$ cat config.mk
export PLATFORM = sky130hd
export DESIGN_NAME = lm07_frame_decode
export DESIGN_NICKNAME = d
export VERILOG_FILES = /design/src/rtl/lm07_frame_decode.sv
export SDC_FILE = /design/constraint.sdc
export NUM_CORES = 1
export LEC_CHECK = 0
export CAP_MARGIN = 5
export CORE_ASPECT_RATIO = 0.7
export CORE_UTILIZATION = 40
export CTS_BUF_LIST = sky130_fd_sc_hd__clkbuf_16
export DETAILED_ROUTE_END_ITERATION = 8
export GPL_TIMING_DRIVEN = 0
export MAX_ROUTING_LAYER = met4
export PLACE_DENSITY = 0.73
export SETUP_SLACK_MARGIN = 0.15
export SLEW_MARGIN = 20
export SYNTH_ARGS = -nofsm -noshare
export SYNTH_HDL_FRONTEND = slang
export SYNTH_SLANG_ARGS = --single-unit
$ cat constraint.sdc
create_clock -name SYSCLK -period 2 [get_ports SYSCLK]
set_input_delay 0.6 -clock SYSCLK [delete_from_list [all_inputs] [get_ports SYSCLK]]
set_output_delay 0.6 -clock SYSCLK [all_outputs]
set_load 0.02 [all_outputs]
$ cat src/rtl/lm07_frame_decode.sv
// lm07_frame_decode: captures LM07-style serial temperature frames (MSB first,
// sampled on SCK rising edges while CS is low) and publishes the 11-bit signed
// reading on TEMP with a one-cycle TEMP_VALID strobe. A frame whose SCK edge
// count differs from FRAME_BITS produces a one-cycle FRAME_ERR strobe instead.
//
// Optional feature: define LM07_ALARM_EN to add the ALARM output, a
// hysteretic over-temperature flag (set above T_HIGH, cleared below T_LOW).
//
// CS and SCK are already in the SYSCLK domain. Both are registered once
// (cs_q, sck_q). The FSM reacts to cs_q, so a CS change reaches the FSM one
// cycle after it is sampled. That delay lets a CS fall that lands during DONE
// still be seen by the following IDLE cycle.
module lm07_frame_decode #(
    parameter int                 FRAME_BITS = 16,
    parameter logic signed [10:0] T_HIGH     = 11'sd120,
    parameter logic signed [10:0] T_LOW      = 11'sd112
) (
    input  logic        SYSCLK,
    input  logic        RSTN,
    input  logic        CS,
    input  logic        SCK,
    input  logic        SIO,
    output logic [10:0] TEMP,
    output logic        TEMP_VALID,
    output logic        FRAME_ERR
`ifdef LM07_ALARM_EN
    ,
    output logic        ALARM
`endif
);

    typedef enum logic [1:0] {
        IDLE  = 2'd0,
        SHIFT = 2'd1,
        DONE  = 2'd2
    } state_t;

    localparam logic [4:0] FRAME_CNT = 5'(FRAME_BITS);

    state_t      state_q, state_d;
    logic        cs_q;
    logic        sck_q;
    logic [15:0] shift_q;
    logic [4:0]  cnt_q;
    logic [10:0] temp_q;
    logic        valid_q;
    logic        err_q;

    logic        sck_edge;
    logic        shift_clr;
    logic        shift_en;
    logic        load;
    logic        bad_len;

    // An SCK rising edge counts only while the sensor is selected.
    assign sck_edge = SCK & ~sck_q & ~CS;

    // State register.
    always_ff @(posedge SYSCLK or negedge RSTN) begin
        if (!RSTN) state_q <= IDLE;
        else       state_q <= state_d;
    end

    // Next state. A low cs_q in IDLE, or a high cs_q in SHIFT, marks a CS edge.
    always_comb begin
        state_d = state_q;
        case (state_q)
            IDLE:    if (!cs_q) state_d = SHIFT;
            SHIFT:   if (cs_q)  state_d = DONE;
            DONE:    state_d = IDLE;
            default: state_d = IDLE;
        endcase
    end

    // FSM outputs: datapath strobes decoded from the current state.
    always_comb begin
        shift_clr = 1'b0;
        shift_en  = 1'b0;
        load      = 1'b0;
        bad_len   = 1'b0;
        case (state_q)
            IDLE:    shift_clr = ~cs_q;
            SHIFT:   shift_en  = sck_edge;
            DONE: begin
                load    = (cnt_q == FRAME_CNT);
                bad_len = (cnt_q != FRAME_CNT);
            end
            default: ;
        endcase
    end

    // Input delay registers used for edge detection.
    always_ff @(posedge SYSCLK or negedge RSTN) begin
        if (!RSTN) begin
            cs_q  <= 1'b1;
            sck_q <= 1'b0;
        end else begin
            cs_q  <= CS;
            sck_q <= SCK;
        end
    end

    // Shift register and saturating bit counter. Both are cleared on the way into SHIFT.
    always_ff @(posedge SYSCLK or negedge RSTN) begin
        if (!RSTN) begin
            shift_q <= 16'd0;
            cnt_q   <= 5'd0;
        end else if (shift_clr) begin
            shift_q <= 16'd0;
            cnt_q   <= 5'd0;
        end else if (shift_en) begin
            shift_q <= {shift_q[14:0], SIO};
            if (cnt_q != 5'd31) cnt_q <= cnt_q + 5'd1;
        end
    end

    // Result registers. TEMP holds across bad frames; the strobes last one cycle.
    always_ff @(posedge SYSCLK or negedge RSTN) begin
        if (!RSTN) begin
            temp_q  <= 11'd0;
            valid_q <= 1'b0;
            err_q   <= 1'b0;
        end else begin
            valid_q <= load;
            err_q   <= bad_len;
            if (load) temp_q <= shift_q[15:5];
        end
    end

    assign TEMP       = temp_q;
    assign TEMP_VALID = valid_q;
    assign FRAME_ERR  = err_q;

`ifdef LM07_ALARM_EN
    logic               alarm_q;
    logic signed [10:0] new_temp;

    assign new_temp = signed'(shift_q[15:5]);

    // Hysteretic alarm, updated together with TEMP from the incoming reading.
    always_ff @(posedge SYSCLK or negedge RSTN) begin
        if (!RSTN) begin
            alarm_q <= 1'b0;
        end else if (load) begin
            if (new_temp > T_HIGH)     alarm_q <= 1'b1;
            else if (new_temp < T_LOW) alarm_q <= 1'b0;
        end
    end

    assign ALARM = alarm_q;
`endif

endmodule

==> impl_metrics.csv <==
group,metric,value,unit
run_status,run_status,"complete, no violations",
yosys,number_of_cells_produced_by_synthesis,141,
placement,gpl.final_weighted_congestion,0.863,
floorplanning,io-pin-count,18,
yosys,synthSimpleGateAreaFrac,12.5,%
yosys,yosys.area_share.xor_xnor,0.540,%
route,route.detailed.wl_per_inst,15.6,µm
power_and_ir_drop,cellPowerDensity,772,nW/µm²
setup_path,cp_num_buf_inv,1,
yosys,leading_cell_types_by_total_area_after_synthesis,"sky130_fd_sc_hd__dfrtp_1, sky130_fd_sc_hd__mux2_2, sky130_fd_sc_hd__nand3_1",
placement,pre_cts_slack,-0.309,ns
global_routing,grt_pass1_vias,1183,
route,detail-route-antenna-nets,0,
yosys,synthesized_area_fraction_occupied_by_ao_oa_aoi_and_oai_cells,12.7,%
clock_tree,clock_tree.htree_level_count,2,
route,drtIter0Drc,50,
route,drc_errors,0,
clock_tree,clkTransAtPathRegs,0.05,ns
yosys,async_sr_flop_fraction,100,%
power_and_ir_drop,peakVddDrop,390,µV
floorplanning,floorplan.die.width,78.1,µm
placement,placement.io_buffers,17,
floorplanning,initial_core_util,43.9,%
yosys,synth_top_cell_area_share,57.1,%
global_routing,global_route_total_usage_across_every_layer,18.3,%
setup_path,path_max_fanout,2,
yosys,post_synth_adder_cell_area,2.31,%
sta,timing.final.ws_setup,0.180,ns
power_and_ir_drop,total_leakage_power,1.09,nW
worst_hold_path,hold_path_class,"in2async",
final_layout,layoutNonFillerInstCount,221,
yosys,number_of_warnings_issued_by_yosys,0,
global_routing,grt_remaining_overflow,0,
setup_path,required,1.40,ns
placement,place.detailed.instances,209,
yosys,synth.net_count,149,
yosys,post_synth_top_area_cell,"sky130_fd_sc_hd__dfrtp_1",
placement,hpwlAfterDp,2.32,mm
floorplanning,die-area,4320,µm²
yosys,synth.mux.area_fraction,9.18,%
sta,hold_viol,0,
setup_path,endpoint_kind,"primary output",
setup_path,worstPathCellList,"clkdlybuf4s50_1",
route,routed-via-count,1217,
power_and_ir_drop,post-layout-total-power,1.60,mW
yosys,syn_area_per_cell,11.5,µm²
sta,clock-skew-final,0.00470,ns
yosys,synth_flop_cell,"sky130_fd_sc_hd__dfrtp_1",
final_layout,final_layout_size_suffix_gt1_share,24.6,%
global_routing,number_of_antenna_violations_at_the_first_check_in_global_routing,0,
setup_path,slowest_delay,0.60,ns
route,via_per_inst,5.51,
global_routing,wire_length_of_the_first_global_routing_pass,5.63,mm
setup_path,timing_worst_setup_path_type,"reg2out",
sta,worst_slew_margin_rel,65.1,%
setup_path,cp.arrival,1.22,ns
yosys,synth_cell_type_count,30,
final_layout,antennaDiodeCount,0,
setup_path,worst_path_max_delay_cell,"sky130_fd_sc_hd__clkdlybuf4s50_1",
floorplanning,core_area,3690,µm²
clock_tree,clock_sinks,38,
route,totalWireLength,3.46,mm
route,dr.pass1.iters,4,
final_layout,count_of_nets_after_finishing,179,
sta,final-max-slew-violation-count,0,
floorplanning,fp.dieH,55.3,µm
clock_tree,cts_max_path_buffers,2,
global_routing,grt_max_degree,32,
yosys,synth.ff_latch_count,38,
sta,post-route-min-period,1.82,ns
yosys,largest_family_of_logic_cells_by_synthesized_area,"compound AO/OA/AOI/OAI gates",
yosys,synth.most_common_cell,"sky130_fd_sc_hd__dfrtp_1",
flow_run,max_cap_violation_count,0,
floorplanning,core.rowCount,18,
yosys,yosys-top-cells-count,"sky130_fd_sc_hd__dfrtp_1, sky130_fd_sc_hd__nand3_1, sky130_fd_sc_hd__o21ai_0",
sta,layout_worst_path_cycle_share,91.0,%
clock_tree,cts_made_buffers,5,
final_layout,area.growth.synth_to_final,28.0,%
clock_tree,tritoncts,"built",
sta,number_of_endpoints_failing_setup_at_the_final_stage,0,
clock_tree,clock_latency_at_the_later_pin_of_the_worst_skew_pair,0.28,ns
sta,max_clock_freq,549,MHz
sta,worstMarginPinSlew,0.521,ns
yosys,synthesis.area,1620,µm²
yosys,synth_edf_count,0,
yosys,synth.yosys.seq_area_share,58.7,%
clock_tree,cts_root_buf,"sky130_fd_sc_hd__clkbuf_16",
setup_path,path_delay_family,"buffers and inverters",
sta,rsz0062_at_grt,"no",
setup_path,start_kind,"flip-flop",
-- per-layer routing --
metal  share of wire (%)  vias to the layer above  wire (µm)  GRT usage [%]
met5                   0                        -          0              -
met4                 3.8                        0        133           11.4
met3                 4.3                       14        148           5.95
met2                  46                       38       1600           26.3
met1                  46                      596       1580           22.2
li1                    -                      569          -              -
-- cell families after synthesis --
| kind of cell | count (synthesis) |
|---|---|
| AO/OA/AOI/OAI | 38 |
| XOR/XNOR | 1 |
| adder cells (fa/ha/maj) | 3 |
| buffers and inverters | 16 |
| flip-flops | 38 |
| multiplexers | 13 |
| AND/OR/NAND/NOR | 32 |
-- timing repair --
item                                    in CTS  in global routing
hold buffers                                 0                  0
pin swaps                                    2                  1
endpoints found under the setup margin      13                 30
endpoints found under the hold margin        0                  0
resized for setup                            7                 14
buffers inserted                             4                  1
-- cells in the final DEF (no fill, tap or decap), drive strengths merged --
cell,netlist,final
a21oi,16,16
and3,1,1
and3b,1,1
and4bb,2,2
buf,3,11
clkbuf,7,11
clkdlybuf4s50,0,7
dfrtp,37,37
dfstp,1,1
dlygate4sd2,0,1
dlymetal6s2s,0,8
ha,3,3
inv,6,8
mux2,12,12
mux2i,1,1
nand2,1,1
nand2b,1,1
nand3,17,17
nand3b,1,1
nand4bb,1,1
nor2,2,2
nor3,1,1
nor3b,1,1
o21ai,18,18
o311ai,4,4
or3,2,2
or4,1,1
xor2,1,1
-- cell type report --
| cell class | instances | area, µm² |
|---|---|---|
| Fill cell | 328 | 1620 |
| Sequential cell | 38 | 952 |
| Clock inverter | 2 | 7.51 |
| Tap cell | 50 | 62.6 |
| Multi-Input combinational cell | 87 | 608 |
| Clock buffer | 5 | 125 |
| Timing Repair Buffer | 23 | 241 |
| Inverter | 6 | 22.5 |
| Buffer | 10 | 56.3 |
-- path summary, 6_finish.rpt --
path                                           start                     end  slack [ns]  cells after the start
worst min register to register        cs_q$_DFF_PN1_  state_q[0]$_DFFE_PN0P_        0.49                      1
max in group asynchronous                       RSTN          cs_q$_DFF_PN1_        1.34                      2
min in group SYSCLK                   cs_q$_DFF_PN1_  state_q[0]$_DFFE_PN0P_        0.49                      1
worst min-delay path                            RSTN    cnt_q[4]$_DFFE_PN0P_        0.17                      1
worst max-delay path             TEMP[9]$_DFFE_PN0P_                 TEMP[9]        0.18                      1
worst max register to register  cnt_q[1]$_DFFE_PN0P_    cnt_q[1]$_DFFE_PN0P_        0.20                      6
-- state kept, by name, summed over array words and instances (netlist names) --
register	cells
shift_q	16
TEMP	11
cnt_q	5
state_q	2
FRAME_ERR	1
TEMP_VALID	1
cs_q	1
sck_q	1
-- per-stage QoR --
| step | util, % | hold WS (ns) | cell area [µm²] | setup TNS, ns |
|---|---|---|---|---|
| final | 56.2 | 0.170 | 2080 | 0 |
| after CTS | 55.4 | 0.177 | 2050 | 0 |
| after global routing | 56.2 | 0.178 | 2080 | 0 |
| after global placement | 50.3 | 0.475 | 1860 | -19.07 |
| after detailed placement | 50.7 | 0.472 | 1870 | -3.02 |
| after floorplan | - | 0.304 | 1620 | 0 |
-- worst reg2reg max path, delay by kind of cell, from the launching register on --
family / cells / cell delay, ns
mux: 1 / 0.29
simple gates: 2 / 0.50
buf+inv: 1 / 0.14
flops: 1 / 0.40
fa+ha+maj: 2 / 0.37
-- power by group --
group	switching [mW]	leakage, nW	internal [mW]
clock network	0.275	0.0723	0.445
logic	0.0586	0.497	0.0348
registers	0.00925	0.522	0.781
No activity file was read; power rests on OpenSTA's default activity.
==> RTL change 1: new RTL, config.mk and constraints unchanged <==
Encoding of `state_t`: now one-hot (3 bits for 3 states).
--- a/src/rtl/lm07_frame_decode.sv
+++ b/src/rtl/lm07_frame_decode.sv
@@ -29,10 +29,10 @@
 `endif
 );
 
-    typedef enum logic [1:0] {
-        IDLE  = 2'd0,
-        SHIFT = 2'd1,
-        DONE  = 2'd2
+    typedef enum logic [2:0] {
+        IDLE  = 3'b001,
+        SHIFT = 3'b010,
+        DONE  = 3'b100
     } state_t;
 
     localparam logic [4:0] FRAME_CNT = 5'(FRAME_BITS);
Formal check against the unedited RTL: no difference found for any inputs over 10 cycles, from zero or initial values and one cycle with RSTN low; not proved beyond that.
==> RTL change 1 against the unedited design <==
- the flow now finishes with violations (negative setup slack)
- register-to-register slack worse by 280 ps
- die area is 4.1% lower
- wire length is 9.0% lower
- sequential share of layout area is 0.19 points lower
- synthesized area is 4.2% lower
- worst setup slack worse by 260 ps
- core utilization is 2.9 points higher
- cell area is 3.2% higher
- via count is 11% lower
- count of clock-buffer cells in the layout stayed put
- sequential cell count is 1 higher
- critical path type is now flip-flop to flip-flop
Power is not compared: it rests on default switching activity, and its combinational part moved more than twofold at a synthesized area within 25%.
==> RTL change 1: results <==
export IMPL_placement_setup_worst_slack_ps=-298
export IMPL_synth_cell_types=28
export IMPL_pin_count_of_the_biggest_net_entering_global_routing=26
export IMPL_hold_violations=0
export IMPL_rr_endpoint="cnt_q[3]"
export IMPL_timing_critical_path_arrival_ps=2270
export IMPL_power_leakage_nw=1.19
export IMPL_layout_nets=156
export IMPL_worst_path_max_fanout=3
export IMPL_p_clk_mw=0.745
export IMPL_peakVddDrop_mv=0.397
export IMPL_synth_compound_area_share_pct=12.2
export IMPL_clock_skew_final_ps=8.13
export IMPL_synth_seq_area_share_pct=63.0
export IMPL_regMostFlops="shift_q"
export IMPL_grt_util_met1_pct=20.4
export IMPL_synth_async_sr_flop_share_pct=100
export IMPL_number_of_search_and_repair_iterations_in_the_first_detailed_routing_pass=5
export IMPL_initialDrtViolationCount=104
export IMPL_dpl_cell_area_um2=1810
export IMPL_via_per_inst=5.43
export IMPL_grt_use_total_pct=17.4
export IMPL_cp_max_delay_cell="sky130_fd_sc_hd__or4b_4"
export IMPL_drive_gt1_share_pct=34.2
export IMPL_failed_checks="negative setup slack"
export IMPL_dp_hpwl_mm=1.95
export IMPL_hold_slack_ps=233
export IMPL_dp_cells=181
export IMPL_synthXorXnorAreaFrac_pct=0.564
export IMPL_setup_slack_ps=-77.7
export IMPL_postRouteWirelength_mm=3.15
export IMPL_critical_path_max_stage_delay_ps=520
export IMPL_cts_root_buffer="sky130_fd_sc_hd__clkbuf_16"
export IMPL_grt_met3_usage_pct=8.14
export IMPL_run_status="finished with violations"
export IMPL_fin_tns_setup_ps=-267
export IMPL_finalWeightedCongestion=0.693
export IMPL_grt_first_pass_wirelength_mm=5.01
export IMPL_synth_warnings=0
export IMPL_groute_layer_met2_usage_pct=25.4
export IMPL_total_switching_power_mw=0.498
export IMPL_post_synth_main_area_contributors="sky130_fd_sc_hd__dfrtp_1 60%, sky130_fd_sc_hd__a22o_1 9.0%, sky130_fd_sc_hd__mux2_2 8.0%"
export IMPL_synth_top_cells_by_count="37 x sky130_fd_sc_hd__dfrtp_1, 16 x sky130_fd_sc_hd__a22o_1, 11 x sky130_fd_sc_hd__mux2_2"
export IMPL_critical_path_class="flip-flop to flip-flop"
export IMPL_wl_per_cell_um=15.8
export IMPL_reg2regPathDepth=7
export IMPL_syn_mean_instance_area_um2=13.7
export IMPL_synth_adder_area_share_pct=2.42
export IMPL_portion_of_netlist_area_occupied_by_mux_cells_pct=9.27
export IMPL_setup_viol=5
export IMPL_syn_num_nets=121
export IMPL_worst_path_dominant_cell_family="simple AND/OR/NAND/NOR gates"
export IMPL_grt_pass1_vias=1063
export IMPL_tightest_slew_ps=453
export IMPL_launch_point_of_the_worst_reg_to_reg_path="cnt_q[0]"
export IMPL_yosys_most_used_dff="sky130_fd_sc_hd__dfrtp_1"
## RTL change 1: layer usage
| layer | wire, um | up-vias |
|---|---|---|
| met4 | 90 | 0 |
| met5 | 0 | - |
| li1 | - | 489 |
| met2 | 1480 | 21 |
| met3 | 107 | 10 |
| met1 | 1460 | 561 |
## RTL change 1: area by class of cell
class,count,area [um2]
inverters,4,15.0
well taps,50,62.6
multi-input cells,66,627
flip-flops and latches,39,978
repair buffers,28,299
clock buffers,5,125
fillers,266,1480
clock inverters,3,12.5
plain buffers,4,22.5
## RTL change 1: worst register-to-register path, delay by kind of cell (launching register included)
kind	cells	cell delay, ps
multiplexers	1	210
flip-flops	1	400
adder cells (fa/ha/maj)	2	340
buffers and inverters	1	150
AND/OR/NAND/NOR	3	890
## RTL change 1: repair_timing
item | in CTS | in global routing
endpoints found under the setup margin | 19 | 34
gates resized for setup | 15 | 17
pin swaps | 4 | 6
hold buffers | 0 | 0
buffers inserted | 4 | 6
==> RTL change 2: new RTL, same settings <==
Without the edit above. The option `LM07_ALARM_EN` is turned on by a define.
--- a/src/rtl/lm07_frame_decode.sv
+++ b/src/rtl/lm07_frame_decode.sv
@@ -10,6 +10,8 @@
 // (cs_q, sck_q). The FSM reacts to cs_q, so a CS change reaches the FSM one
 // cycle after it is sampled. That delay lets a CS fall that lands during DONE
 // still be seen by the following IDLE cycle.
+`define LM07_ALARM_EN
+
 module lm07_frame_decode #(
     parameter int                 FRAME_BITS = 16,
     parameter logic signed [10:0] T_HIGH     = 11'sd120,
Check against the original RTL (old outputs only; new: ALARM): equivalent (Yosys induction, for registers that start in step).
==> RTL change 2 against the unedited design <==
- synthesized area grew 4.3%
- sequential power grew 2%
- power grew 1.5%
- maximum frequency shrank 3.0%
- sequential cell count grew 1
- cell area grew 6.0%
- worst setup slack lost 56 ps
- wire length shrank 0.23%
- critical path type is now flip-flop to flip-flop
- largest cell class unchanged
==> RTL change 2: results <==
export IMPL_worst_path_max_fanout=6
export IMPL_run_status="complete, no violations"
export IMPL_power_switching_fraction_pct=20.9
export IMPL_crit_start="cnt_q[1]"
export IMPL_finalWeightedCongestion=0.777
export IMPL_total_switching_power_mw=0.340
export IMPL_worst_setup_endpoint="cnt_q[4]"
export IMPL_vias=1301
export IMPL_clkPwrFrac_pct=44.3
export IMPL_dp_hpwl_mm=2.43
export IMPL_syn_num_nets=162
export IMPL_fin_crit_ps=1880
export IMPL_dpl_cell_area_um2=1970
export IMPL_reg2regPathDepth=7
export IMPL_io_buffer_count=18
export IMPL_drive_gt1_share_pct=21.5
export IMPL_initialDrtViolationCount=81
export IMPL_syn_mean_instance_area_um2=11.0
export IMPL_grt_util_met1_pct=24.7
export IMPL_dp_cells=225
export IMPL_grt_pass1_vias=1266
export IMPL_layout_nets=193
export IMPL_peakVddDrop_mv=0.498
export IMPL_detailroute_wirelength_met2_mm=1.61
export IMPL_cp_max_delay_cell="sky130_fd_sc_hd__dfrtp_1"
export IMPL_synth_seq_area_share_pct=57.8
-- RTL change 2: timing repair --
action                                 CTS  global route
endpoints found under the hold margin    0             0
pin swaps                                3             2
gates cloned                             0             0
resized for setup                        6            16
buffers inserted                         4             1
setup endpoints to repair                4            21
-- RTL change 2: final cells by class --
cell class / count / area share [%]
Clock buffer: 5 / 5.69
Tap cell: 52 / 2.96
Clock inverter: 3 / 0.569
Buffer: 10 / 2.62
Inverter: 9 / 1.53
Timing Repair Buffer: 24 / 11.3
Sequential cell: 39 / 44.4
Multi-Input combinational cell: 96 / 30.9
-- RTL change 2: kinds of logic (layout without fill, tap and decap cells) --
kind of cell | Yosys count | after routing | share of synthesized area [%]
compound gates | 44 | 44 | 14.6
fa+ha+maj | 3 | 3 | 2.22
buf+inv | 19 | 51 | 4.73
flops | 39 | 39 | 57.8
mux | 9 | 9 | 5.99
simple gates | 40 | 40 | 14.6
